[config.mk]
export PLATFORM = sky130hd
export DESIGN_NAME = instruction_sender
export DESIGN_NICKNAME = d
export VERILOG_FILES = /design/src/rtl/instruction_sender.sv
export SDC_FILE = /design/constraint.sdc
export NUM_CORES = 1
export LEC_CHECK = 0
export CORE_UTILIZATION = 30
export CTS_CLUSTER_SIZE = 16
export DETAILED_ROUTE_END_ITERATION = 7
export GPL_TIMING_DRIVEN = 0
export PLACE_DENSITY = 0.45
export REMOVE_ABC_BUFFERS = 1
export SETUP_SLACK_MARGIN = 0.1
export SYNTH_ARGS = -nofsm -noshare
export SYNTH_HDL_FRONTEND = slang
export SYNTH_SLANG_ARGS = --single-unit
[constraint.sdc]
create_clock -name clk -period 2.5 [get_ports clk]
set_input_delay 0.5 -clock clk [delete_from_list [all_inputs] [get_ports clk]]
set_output_delay 0.5 -clock clk [all_outputs]
set_load 0.05 [all_outputs]
[src/rtl/instruction_sender.sv]
// rtl/instruction_sender.sv - bit-serial servo instruction transmitter; optional wait timeouts via SENDER_TIMEOUT_EN
module instruction_sender #(
  parameter int INSTR_W        = 10,
  parameter int SETUP_CYCLES   = 1,
  parameter int STROBE_CYCLES  = 4,
  parameter int GAP_CYCLES     = 4,
  parameter int TIMEOUT_CYCLES = 1000000
) (
  input  logic               clk,
  input  logic               reset,
  input  logic [INSTR_W-1:0] instr_in,
  input  logic               instr_valid,
  output logic               instr_ready,
  input  logic               waiting,
  output logic               mbedCommand,
  output logic               confirm,
  output logic               busy,
  output logic               done,
  output logic               timeout_err
);

  localparam int MAX_A = (SETUP_CYCLES > STROBE_CYCLES) ? SETUP_CYCLES : STROBE_CYCLES;
  localparam int MAX_B = (MAX_A > GAP_CYCLES) ? MAX_A : GAP_CYCLES;
  localparam int MAX_C = (MAX_B > TIMEOUT_CYCLES) ? MAX_B : TIMEOUT_CYCLES;
  localparam int PH_W  = (MAX_C > 1) ? $clog2(MAX_C) : 1;
  localparam int CNT_W = $clog2(INSTR_W + 1);

  localparam logic [PH_W-1:0]  SETUP_LOAD  = PH_W'(SETUP_CYCLES - 1);
  localparam logic [PH_W-1:0]  STROBE_LOAD = PH_W'(STROBE_CYCLES - 1);
  localparam logic [PH_W-1:0]  GAP_LOAD    = PH_W'(GAP_CYCLES - 1);
  localparam logic [PH_W-1:0]  WAIT_LOAD   = PH_W'(TIMEOUT_CYCLES - 1);
  localparam logic [CNT_W-1:0] BITS_LOAD   = CNT_W'(INSTR_W);
  localparam logic [CNT_W-1:0] LAST_BIT    = CNT_W'(1);

  typedef enum logic [2:0] {IDLE, WAIT_RX, SETUP, STROBE, GAP, WAIT_ACK} state_t;

  state_t             state;
  logic [INSTR_W-1:0] word_q;
  logic [INSTR_W-1:0] shift_q;
  logic [INSTR_W-1:0] shift_nxt;
  logic [CNT_W-1:0]   bit_cnt;
  logic [PH_W-1:0]    ph_cnt;
  logic               ph_zero;
  logic               clr_seen;
  logic               clr_now;
  logic               restart;

  // Next shift value and detection of a receiver clear before the final bit
  always_comb begin
    shift_nxt = shift_q << 1;
    ph_zero   = (ph_cnt == '0);
    clr_now   = ((state == SETUP) || (state == STROBE) || (state == GAP)) &&
                !waiting && (bit_cnt > LAST_BIT);
    restart   = clr_seen || clr_now;
  end

  // Transfer sequencer; every output is registered so confirm cannot glitch
  always_ff @(posedge clk or negedge reset) begin
    if (!reset) begin
      state       <= IDLE;
      word_q      <= '0;
      shift_q     <= '0;
      bit_cnt     <= '0;
      ph_cnt      <= '0;
      clr_seen    <= 1'b0;
      instr_ready <= 1'b1;
      mbedCommand <= 1'b0;
      confirm     <= 1'b0;
      busy        <= 1'b0;
      done        <= 1'b0;
      timeout_err <= 1'b0;
    end else begin
      done        <= 1'b0;
      timeout_err <= 1'b0;
      if (clr_now) clr_seen <= 1'b1;
      case (state)
        IDLE: begin
          if (instr_valid && instr_ready) begin
            word_q      <= instr_in;
            shift_q     <= instr_in;
            bit_cnt     <= BITS_LOAD;
            ph_cnt      <= WAIT_LOAD;
            clr_seen    <= 1'b0;
            instr_ready <= 1'b0;
            busy        <= 1'b1;
            state       <= WAIT_RX;
          end
        end
        WAIT_RX: begin
          if (waiting) begin
            mbedCommand <= shift_q[INSTR_W-1];
            ph_cnt      <= SETUP_LOAD;
            state       <= SETUP;
`ifdef SENDER_TIMEOUT_EN
          end else if (ph_zero) begin
            timeout_err <= 1'b1;
            mbedCommand <= 1'b0;
            confirm     <= 1'b0;
            word_q      <= '0;
            shift_q     <= '0;
            bit_cnt     <= '0;
            instr_ready <= 1'b1;
            busy        <= 1'b0;
            state       <= IDLE;
          end else begin
            ph_cnt <= ph_cnt - PH_W'(1);
`endif
          end
        end
        SETUP: begin
          if (ph_zero) begin
            confirm <= 1'b1;
            ph_cnt  <= STROBE_LOAD;
            state   <= STROBE;
          end else begin
            ph_cnt <= ph_cnt - PH_W'(1);
          end
        end
        STROBE: begin
          if (ph_zero) begin
            confirm <= 1'b0;
            ph_cnt  <= GAP_LOAD;
            state   <= GAP;
          end else begin
            ph_cnt <= ph_cnt - PH_W'(1);
          end
        end
        GAP: begin
          if (!ph_zero) begin
            ph_cnt <= ph_cnt - PH_W'(1);
          end else if (restart) begin
            // Receiver was cleared mid-word: resend the kept word from its MSB
            shift_q     <= word_q;
            bit_cnt     <= BITS_LOAD;
            clr_seen    <= 1'b0;
            mbedCommand <= 1'b0;
            ph_cnt      <= WAIT_LOAD;
            state       <= WAIT_RX;
          end else if (bit_cnt == LAST_BIT) begin
            shift_q     <= shift_nxt;
            bit_cnt     <= '0;
            mbedCommand <= 1'b0;
            ph_cnt      <= WAIT_LOAD;
            state       <= WAIT_ACK;
          end else begin
            shift_q     <= shift_nxt;
            bit_cnt     <= bit_cnt - CNT_W'(1);
            mbedCommand <= shift_nxt[INSTR_W-1];
            ph_cnt      <= SETUP_LOAD;
            state       <= SETUP;
          end
        end
        WAIT_ACK: begin
          if (done) begin
            // done has had its cycle; reopen for the next word
            instr_ready <= 1'b1;
            busy        <= 1'b0;
            state       <= IDLE;
          end else if (!waiting) begin
            done <= 1'b1;
`ifdef SENDER_TIMEOUT_EN
          end else if (ph_zero) begin
            timeout_err <= 1'b1;
            mbedCommand <= 1'b0;
            confirm     <= 1'b0;
            word_q      <= '0;
            shift_q     <= '0;
            bit_cnt     <= '0;
            instr_ready <= 1'b1;
            busy        <= 1'b0;
            state       <= IDLE;
          end else begin
            ph_cnt <= ph_cnt - PH_W'(1);
`endif
          end
        end
        default: begin
          instr_ready <= 1'b1;
          busy        <= 1'b0;
          confirm     <= 1'b0;
          mbedCommand <= 1'b0;
          state       <= IDLE;
        end
      endcase
    end
  end

endmodule

* After elaboration in Yosys (flattened, before gate mapping)
Index checks and enable logic that the tools add are counted.
Word-level totals: bits in registers 53
Cells by class: add/sub/neg operators 2, order comparisons 1, equal/unequal tests 12, muxes and demuxes 47, bitwise operators 3, reductions and logical operators 22
Operator list (number):
- $mux W20 | 6
- $pmux W20 S4 | 1
- $mux W10 | 3
- $mux W3 | 8
- $logic_not A20 Y1 | 1
- $pmux W10 S2 | 1
- $sub A20 B1 Y20 const B | 1
- $pmux W3 S6 | 1
- $mux W1 | 17
- $mux W4 | 4
- $reduce_and A3 Y1 | 5
- $ne A2 B2 Y1 const B | 6
- $pmux W1 S3 | 4
- $reduce_or A4 Y1 | 3
- $pmux W4 S2 | 1
- $eq A3 B2 Y1 const B | 2
- $eq A3 B3 Y1 const B | 2
- $reduce_and A6 Y1 | 1
- $eq A4 B1 Y1 const B | 1
- $gt A4 B1 Y1 const B | 1
- $reduce_bool A4 Y1 | 1
- $sub A4 B1 Y4 const B | 1
- $eq A3 B1 Y1 const B | 1
- $logic_and A1 B1 Y1 | 3
- 8 further kinds | 12

* Logic depth before layout (Yosys ltp)
word-level depth 9, gate-level depth with buffers 8

* Worst setup path after synthesis
No wires, ideal clock.
path kind register to register, from register ph_cnt[6], to register ph_cnt[17], library setup time 121 ps, arrival time 2117 ps, slack 262 ps, stages on the path, launching flop included 7, path buffers 1, clock period less this slack 2238 ps, cells stage by stage dfrtp_1 > or4_4 > or4_1 > buf_2 > a211oi_4 > a311oi_1 > o22a_1
On the way: longest elaborated chain between the ends 3, elaborated cells between the ends (all ways) 5, those cells by class add/sub: 1; mux: 3; reduce/logical: 1
RTL lines:
- from (decl) | line 42 | logic [PH_W-1:0] ph_cnt;
- from (signal assigned) | line 116 | ph_cnt <= ph_cnt - PH_W'(1);
- from (signal assigned) | line 125 | ph_cnt <= ph_cnt - PH_W'(1);
- from (signal assigned) | line 130 | ph_cnt <= ph_cnt - PH_W'(1);
- $sub A20 B1 Y20 / $logic_not A20 Y1 (equally long branches)
- $mux W20, on equally long branches | line 129, 111, 120
- $pmux W20 S4 * | line 76 | case (state)
Every way passes the cells marked *; elsewhere a longest branch is shown, timed or not. A chain may end at the register's enable or synchronous reset.

* Worst setup path after layout
from register ph_cnt[6], to register ph_cnt[5]
On the way: longest elaborated chain between the ends 3, elaborated cells between the ends (all ways) 4, those cells by class mux: 3; reduce/logical: 1
RTL lines:
- $logic_not A20 Y1 * | line 51 | ph_zero = (ph_cnt == '0);
- $mux W20, on equally long branches | line 129, 111, 120
- $pmux W20 S4 * | line 76
Marks and branches as above.

==> impl_metrics.py <==
metrics = {
    "floorplan": {
        "initial_core_util": 0.3078,
        "fp.coreArea_sq_mm": 0.009684,
        "die_h_microns": 101.7,
        "rows": 36,
        "dieArea_sq_mm": 0.01034,
        "num_io_pins": 20,
        "die-width_microns": 101.7,
    },
    "worst_setup_path": {
        "cpMostUsedCell": "or4_4",
        "cpPeakStageDelay_ps": 600,
        "cp_data_arrival_time_ps": 2550,
        "slowest_stage": "or4_4",
        "cp_max_fo": 10,
        "cp-end-kind": "flip-flop",
        "r2r_start": "ph_cnt[6]$_DFFE_PN0P_",
        "required_ps": 2700,
        "crit_type": "reg2reg",
        "cp_cell_sequence": "or4_4 -> or4_4 -> a211oi_4 -> buf_12 -> a211oi_1 -> o22a_1",
        "crit_family": "simple AND/OR/NAND/NOR gates",
        "path_buf_inv": 1,
        "cp-start-kind": "flip-flop",
        "critPathLaunch": "ph_cnt[6]$_DFFE_PN0P_",
    },
    "yosys": {
        "synth_top_area_frac": 0.4366,
        "ys_types": 54,
        "mappedNetlistArea_sq_mm": 0.002980,
        "synth_most_common_cell": "nand2_1",
        "synth_top_area_cell": "dfrtp_1",
        "ys_seq_area_frac": 0.4454,
        "synthFlopType": "dfrtp_1",
        "netlist_instances": 342,
        "synth.avg_cell_area_sq_um": 8.714,
        "synth-async-reset-ratio": 1.000,
        "synth_edf_count": 0,
        "synth_area_leaders": "dfrtp_1 (44%), nand2_1 (7.8%), a21oi_1 (3.5%)",
        "synth_commonest_cells": "nand2_1 (62), dfrtp_1 (52), nor2_1 (24), a21oi_1 (21), o21ai_0 (17)",
        "yosys_warnings": 0,
        "ys_seq_elements": 53,
    },
    "finish": {
        "syn_to_final_growth_pct": 19.35,
        "antenna_cells": 0,
        "drive_gt1_frac": 0.1333,
        "layout.nets": 376,
        "final_cells": 493,
    },
    "cts": {
        "cts_tree": "yes",
        "clock_latency_ps": 320,
        "cts-root-buf": "clkbuf_8",
        "cts_buffers": 5,
        "htreeDepth": 2,
        "clockBufferDepth": 2,
        "cts_num_sinks": 53,
        "clkTransAtPathRegs_ps": 110,
    },
    "sta": {
        "setup_violations": 0,
        "maxSlewViolCount": 0,
        "fmax_mhz": 425.2,
        "setup_tns_ps": 0,
        "rsz0062_at_grt": "true",
        "hold_viol": 0,
        "fin_crit_ps": 2352,
        "final.period_utilization": 0.9407,
        "relSlewSlack": 0.5073,
        "worst_slack_ps": 148.2,
        "worstMarginPinSlew_ps": 739.1,
        "skew_ps": 16.81,
    },
    "place": {
        "port_buffers": 18,
        "globalplace.congestion": 0.7829,
        "dp_slack_ps": -525.5,
        "dp.cells": 478,
        "dpl.hpwl_microns": 5225,
    },
    "detailed_routing": {
        "vias_per_cell": 5.156,
        "avgRoutedWirePerCell_microns": 15.23,
        "dr_total_vias": 2542,
        "drt_pass1_iterations": 4,
        "drtIter0Drc": 118,
        "postRouteAntennaNets": 0,
        "post-route-drc-count": 0,
        "postRouteWirelength_microns": 7508,
    },
    "flow_run": {
        "maxCapViolCount": 0,
    },
    "grt": {
        "antenna_found_initial": 0,
        "grt_max_degree": 35,
        "grt_usage": 0.1574,
        "grt-ovfl-total": 0,
        "grt_pass1_wl_microns": 12730,
        "grt_pass1_vias": 2462,
    },
    "status": {
        "outcome": "finished, final reports clean",
    },
    "power": {
        "p_per_area_mw_per_mm2": 426.4,
        "power.leakage_nw": 1.523,
        "peakVddDrop_uv": 210.4,
    },
    "hold_path": {
        "hold_class": "in2async",
    },
}
## metrics by stage
stage | util | cell area, sq um | hold slack, ps | power [mW]
2_1_floorplan | - | 2907 | 204.4 | 0.8823
3_3_place_gp | 0.3359 | 3253 | 460.4 | 0.9256
3_5_place_dp | 0.3389 | 3282 | 461.8 | 0.9287
4_1_cts | 0.3592 | 3478 | 153.3 | 1.542
5_1_grt | 0.3673 | 3557 | 174.7 | 1.568
6_report | 0.3673 | 3557 | 131.5 | 1.517
## layout make-up
type,count,area (sq um)
Tap cell,133,166.4
Timing Repair Buffer,27,267.8
Clock buffer,6,72.57
Fill cell,989,6127
Sequential cell,53,1331
Clock inverter,2,38.79
Multi-Input combinational cell,259,1632
Inverter,13,48.80
## layer usage
| layer | global-route usage | vias to the layer above | wire (microns) |
|---|---|---|---|
| met1 | 0.2182 | 1232 | 3774 |
| met2 | 0.2521 | 28 | 3478 |
| met3 | 0.02484 | 6 | 189 |
| li1 | - | 1276 | - |
| met4 | 0.04682 | 0 | 66 |
| met5 | 0 | - | 0 |
## power breakdown
group | internal, mW | total, mW | switching [mW]
logic | 0.0237 | 0.0550 | 0.0313
clock network | 0.302 | 0.605 | 0.303
registers | 0.857 | 0.857 | 0
total | 1.18 | 1.52 | 0.335
## sequential cells by signal, summed over array words and instances, names as in the netlist
name and cells:
ph_cnt 20, shift_q 10, word_q 10, bit_cnt 4, state 3, busy 1, clr_seen 1, confirm 1
done 1, instr_ready 1, mbedCommand 1
## cells by family after synthesis
group,synth area share
fa+ha+maj,0.01260
mux,0.03023
other cells,0.001258
compound gates,0.2095
xor+xnor,0.01763
buf+inv,0.04114
flops,0.4454
simple gates,0.2422
## worst paths after layout
check,cells after the start,endpoint,slack [ps]
max,6,ph_cnt[5]$_DFFE_PN0P_,150
min,1,bit_cnt[3]$_DFFE_PN0P_,130
max reg2reg,6,ph_cnt[5]$_DFFE_PN0P_,150
min reg2reg,2,word_q[7]$_DFFE_PN0P_,480
max in group asynchronous,2,ph_cnt[16]$_DFFE_PN0P_,1790
min in group clk,2,word_q[7]$_DFFE_PN0P_,480
## placed cells by master (no fill, tap or decap), types with 2 or more instances in the layout
cell and n:
a211oi_1 5, a21oi_1 17, a21oi_2 3, a2bb2oi_1 2, a31oi_1 11, and4_1 2, buf_12 2, buf_4 7
clkbuf_8 5, clkdlybuf4s50_1 17, dfrtp_1 49, dfrtp_2 3, ha_1 2, inv_1 12, mux2i_1 9, nand2_1 61
nand2b_1 3, nand3_1 5, nand4_1 5, nor2_1 23, nor3_1 14, nor3_2 2, nor3b_1 2, nor4_1 5
nor4_4 3, o211ai_1 11, o21ai_0 17, o21ai_2 2, o22a_1 6, o22ai_1 4, o31a_1 2, or2_2 2
or3_1 3, or3b_2 2, or4_1 3, or4_4 2, xnor2_1 6
## what timing repair did
action,4_1_cts,5_1_grt
pin swaps,2,0
hold endpoints to repair,0,0
endpoints found under the setup margin,35,38
resized for setup,11,12
cloned,0,0
buffers inserted,3,4
hold buffers,0,0
No activity file was read; power rests on OpenSTA's default activity.
